<file path="src/rtl/naes_pkg.sv">
// Shared NES system definitions: OAM DMA state encoding and
// the PPU/APU register addresses that both decoders use.
package naes_pkg;

  typedef enum logic [2:0] {
    IDLE,
    HALT,
    ALIGN,
    READ,
    WRITE,
    DONE
  } dma_state_t;

  localparam logic [15:0] PPU_OAMDATA = 16'h2004;
  localparam logic [15:0] OAM_DMA_REG = 16'h4014;

endpackage

</file>
<file path="src/rtl/oam_dma.sv">
// OAM DMA initiator: a CPU write to $4014 copies one page into OAMDATA.
// Build option DMA_ODD_ALIGN_EN adds the extra odd-cycle alignment slot.
module oam_dma
  import naes_pkg::*;
#(
  parameter logic [15:0] TRIGGER_ADDR = OAM_DMA_REG,
  parameter logic [15:0] OAMDATA_ADDR = PPU_OAMDATA,
  parameter int          XFER_LEN     = 256
) (
  input  logic        cpu_clk,
  input  logic        reset,
  input  logic [15:0] bus_addr,
  input  logic [7:0]  bus_din,
  input  logic        bus_wr,
  input  logic        odd_or_even,
  input  logic [7:0]  mem_rdata,
  output logic        dma_hijack,
  output logic [15:0] dma_addr,
  output logic [7:0]  dma_dout,
  output logic        dma_wr,
  output logic        dma_done
);

  localparam logic [7:0] LAST_IDX = 8'(XFER_LEN - 1);

  dma_state_t state;
  dma_state_t state_nx;
  logic [7:0] page;
  logic [7:0] idx;
  logic [7:0] data;
  logic       trig;
  logic       align_req;

  assign trig = (bus_addr == TRIGGER_ADDR) && !bus_wr;

`ifdef DMA_ODD_ALIGN_EN
  assign align_req = odd_or_even;
`else
  logic unused_odd;
  assign unused_odd = odd_or_even;
  assign align_req  = 1'b0;
`endif

  always_ff @(posedge cpu_clk or posedge reset) begin
    if (reset) begin
      state <= IDLE;
      page  <= 8'h00;
      idx   <= 8'h00;
      data  <= 8'h00;
    end else begin
      state <= state_nx;
      if (state == IDLE && trig) begin
        page <= bus_din;
        idx  <= 8'h00;
      end
      if (state == READ) data <= mem_rdata;
      if (state == WRITE) idx <= idx + 8'h01;
    end
  end

  assign dma_dout = data;

  always_comb begin
    state_nx   = state;
    dma_hijack = 1'b0;
    dma_addr   = 16'h0000;
    dma_wr     = 1'b1;
    dma_done   = 1'b0;
    unique case (state)
      IDLE: begin
        if (trig) state_nx = HALT;
      end
      HALT: begin
        dma_hijack = 1'b1;
        state_nx   = align_req ? ALIGN : READ;
      end
      ALIGN: begin
        dma_hijack = 1'b1;
        state_nx   = READ;
      end
      READ: begin
        dma_hijack = 1'b1;
        dma_addr   = {page, idx};
        state_nx   = WRITE;
      end
      WRITE: begin
        dma_hijack = 1'b1;
        dma_addr   = OAMDATA_ADDR;
        dma_wr     = 1'b0;
        state_nx   = (idx == LAST_IDX) ? DONE : READ;
      end
      DONE: begin
        dma_done = 1'b1;
        state_nx = IDLE;
      end
      default: state_nx = IDLE;
    endcase
  end

endmodule

</file>
<file path="config.mk">
export PLATFORM = sky130hd
export DESIGN_NAME = oam_dma
export DESIGN_NICKNAME = d
export VERILOG_FILES = /design/src/rtl/naes_pkg.sv /design/src/rtl/oam_dma.sv
export SDC_FILE = /design/constraint.sdc
export NUM_CORES = 1
export LEC_CHECK = 0
export ABC_AREA = 0
export ABC_CLOCK_PERIOD_IN_PS = 2330
export CAP_MARGIN = 15
export CORE_MARGIN = 3
export CORE_UTILIZATION = 39
export CTS_BUF_LIST = sky130_fd_sc_hd__clkbuf_4
export DETAILED_ROUTE_END_ITERATION = 8
export HOLD_SLACK_MARGIN = 0.15
export PLACE_DENSITY = 0.76
export RECOVER_POWER = 25
export SYNTH_ARGS = -nofsm -noshare
export SYNTH_HDL_FRONTEND = slang
export SYNTH_SLANG_ARGS = --single-unit
</file>
<file path="constraint.sdc">
create_clock -name cpu_clk -period 2.33 [get_ports cpu_clk]
set_clock_uncertainty 0.05 [all_clocks]
set_input_delay 0.5825 -clock cpu_clk [delete_from_list [all_inputs] [get_ports cpu_clk]]
set_output_delay 0.5825 -clock cpu_clk [all_outputs]
set_load 0.01 [all_outputs]
</file>
==> impl_metrics.tcl <==
set metrics [dict create \
    worstHoldStart "page[7]" \
    seq_area_frac_synth_pct 49.6 \
    cp.required_ns 1.70 \
    path_class "register to output pin" \
    grt-ovfl-total 0 \
    area.growth.synth_to_final_pct 57.3 \
    n_antenna_cell 0 \
    n_fill_cell 282 \
    grt_pass1_wl_um 5830 \
    cts_inserted_buffers 3 \
    period_needed_ns 2.17 \
    r2r_start "state[2]" \
    first_pass_iters 4 \
    clock-sinks 27 \
    ir_worst_vdd_mv 0.590 \
    syn_area_per_cell_sq_um 10.7 \
    fin_nets 237 \
    finalCritPeriodShare_pct 93.0 \
    p_per_area_mw_per_mm2 840 \
    internal_power_w 0.00121 \
    drive_gt1_share_pct 21.1 \
    end_kind "output pin" \
    drc 0 \
    total_power_w 0.00180 \
    pin_count 63 \
    clkTransAtPathRegs_ns 0.15 \
    antenna_found_initial 0 \
    synth.distinct_cells 33 \
    coreArea_sq_mm 0.00320 \
    post_drt_wl_per_cell_um 13.6 \
    slew-limit-headroom_pct 4.63 \
    dieArea_sq_mm 0.00424 \
    grt_usage_pct 17.6 \
    rsz0062_at_grt "no" \
    totalWireLength_um 3300 \
    gp_congestion 0.795 \
    fin_cells 243 \
    cts_hold_buffers 0 \
    yosys_most_used_dff "dfrtp_1" \
    slew_violations 0 \
    portBuffers 61 \
    crit_arrival_ns 1.53 \
    synthCells 127 \
    vias 1182 \
    pre_cts_ws_ns -0.0853 \
    rows 20 \
    synth_top_cells_by_area "dfrtp_1 50%, mux2_2 13%, and2_1 6.4%" \
    outcome "completed" \
    ys_warn_count 0 \
    crit_path_start "state[2]" \
    synth.net_count 164 \
    ctsHtreeMaxLevel 1 \
    viasPerCell 4.86 \
    drt-initial-drc-count 88 \
    power.share.sequential_pct 37.0 \
    placedCellCount 236 \
    cts_root_buf "clkbuf_4" \
    setup_viol 0 \
    die_w_um 65.1 \
    multi_input_area_sq_um 658 \
    seqCellArea_sq_um 677 \
    setup_tns_ns 0 \
    ys_ff_latch 27 \
    p_leak_nw 1.00 \
    p_comb_share_pct 51.0 \
    async_flop_share_pct 100 \
    synth_edf_count 0 \
    swShare_pct 32.9 \
    fmax_mhz 461 \
    syn-cell-area_sq_mm 0.00136 \
    dpl_cell_area_sq_mm 0.00209 \
    first_global_vias 1313 \
    dp_hpwl_um 2540 \
    setup_slack_ns 0.163 \
    cts_tree "built" \
    p_clk_share_pct 12.0 \
    cp_max_fo 6 \
    hold_violations 0 \
    worstMarginPinSlew_ns 1.43 \
    start_util_pct 42.5 \
    crit_path_start_kind "register" \
    hold_class "register to register" \
    yosysTopAreaCellShare_pct 49.6 \
    fin_area_sq_mm 0.00214 \
    synth_top_cell_by_area "dfrtp_1" \
    switchingPower_w 0.000593 \
    grt_max_degree 28 \
    die_h_um 65.1 \
    maxCapViolCount 0 \
    ant_nets 0 \
    clk_latency_ns 0.34 \
    clockBufferDepth 2 \
]
[synthesized netlist by cell type, types with 2 or more instances]
cell,count
xnor2_1,2
nor3_1,5
o211ai_1,3
dfrtp_1,27
o21ai_0,5
or3_1,2
buf_2,2
nor2_1,5
or2_2,2
nand2_1,17
nor2b_1,2
and2_1,14
inv_1,2
nand3_1,4
mux2_2,16
o22ai_1,2
[metrics by stage]
stage	hold WS [ns]	utilization (%)
2_1_floorplan	0.422	-
3_5_place_dp	0.439	65.3
6_report	0.469	66.9
3_3_place_gp	0.430	65.3
4_1_cts	0.473	67.1
5_1_grt	0.491	66.9
[worst paths after layout]
check	end	slack, ns	cells after the start
max in group asynchronous	state[2]	0.35	3
setup / recovery	dma_hijack	0.16	4
min in group asynchronous	page[7]	0.95	3
hold reg to reg	page[7]	0.47	1
hold / removal	page[7]	0.47	1
setup reg to reg	page[1]	0.46	5
[cells by family after synthesis]
kind of cell,Yosys count,synth area share [%]
multiplexers,16,13.2
AO/OA/AOI/OAI,14,6.70
buffers and inverters,7,2.66
adder cells (fa/ha/maj),1,0.918
XOR/XNOR,3,1.93
flip-flops,27,49.6
AND/OR/NAND/NOR,59,25.0
[cell usage in the layout, fill, tap and decap left out, drive strengths merged, types with 3 or more instances in the layout]
| cell | synthesis | routed |
|---|---|---|
| nor2 | 5 | 5 |
| dlygate4sd2 | 0 | 15 |
| and2 | 14 | 14 |
| o21ai | 5 | 5 |
| dfrtp | 27 | 27 |
| nand2 | 17 | 17 |
| nand3 | 4 | 4 |
| o211ai | 3 | 3 |
| clkbuf | 1 | 7 |
| mux2 | 16 | 16 |
| buf | 4 | 10 |
| nor3 | 6 | 6 |
| or3 | 3 | 3 |
| clkdlybuf4s50 | 0 | 42 |
[layer usage]
metal | vias up | share of wire [%] | track usage [%]
met5 | - | 0 | 0
met4 | 0 | 1.3 | 5.44
met3 | 6 | 6.9 | 5.13
met2 | 34 | 53 | 31.0
met1 | 555 | 39 | 20.8
li1 | 587 | - | -
[critical path, cell delays in order, from the launching register on]
cell and delay [ns]:
dfrtp_2 0.45, buf_4 0.16, nor3_1 0.23, nor2_1 0.07, dlygate4sd2_1 0.29
[flip-flops by register name (all words and copies together), names as in the netlist]
name and cells:
state 3, page 8, idx 8, dma_dout 8
[timing repair]
action | in CTS | in global routing
buffers inserted | 1 | 1
endpoints found under the hold margin | 0 | 0
endpoints found under the setup margin | 18 | 4
gates cloned | 1 | 0
gates resized for setup | 22 | 7
[power groups by stage]
| stage | combinational [W] | sequential (W) | clock (W) |
|---|---|---|---|
| 2_1_floorplan | 0.000414 | 0.000698 | 0 |
| 3_3_place_gp | 0.000808 | 0.000679 | 0 |
| 3_5_place_dp | 0.000834 | 0.000688 | 0 |
| 4_1_cts | 0.000911 | 0.000680 | 0.000228 |
| 5_1_grt | 0.00100 | 0.000686 | 0.000247 |
| 6_report | 0.000918 | 0.000667 | 0.000215 |
[area by class of cell]
type	instances	share of cell area [%]
multi-input combinational	93	30.7
timing repair buffer	73	33.4
clock inverter	1	0.350
inverter	2	0.350
clock buffer	3	1.05
tap	44	2.57
sequential	27	31.6
No activity file was read; power rests on OpenSTA's default activity.
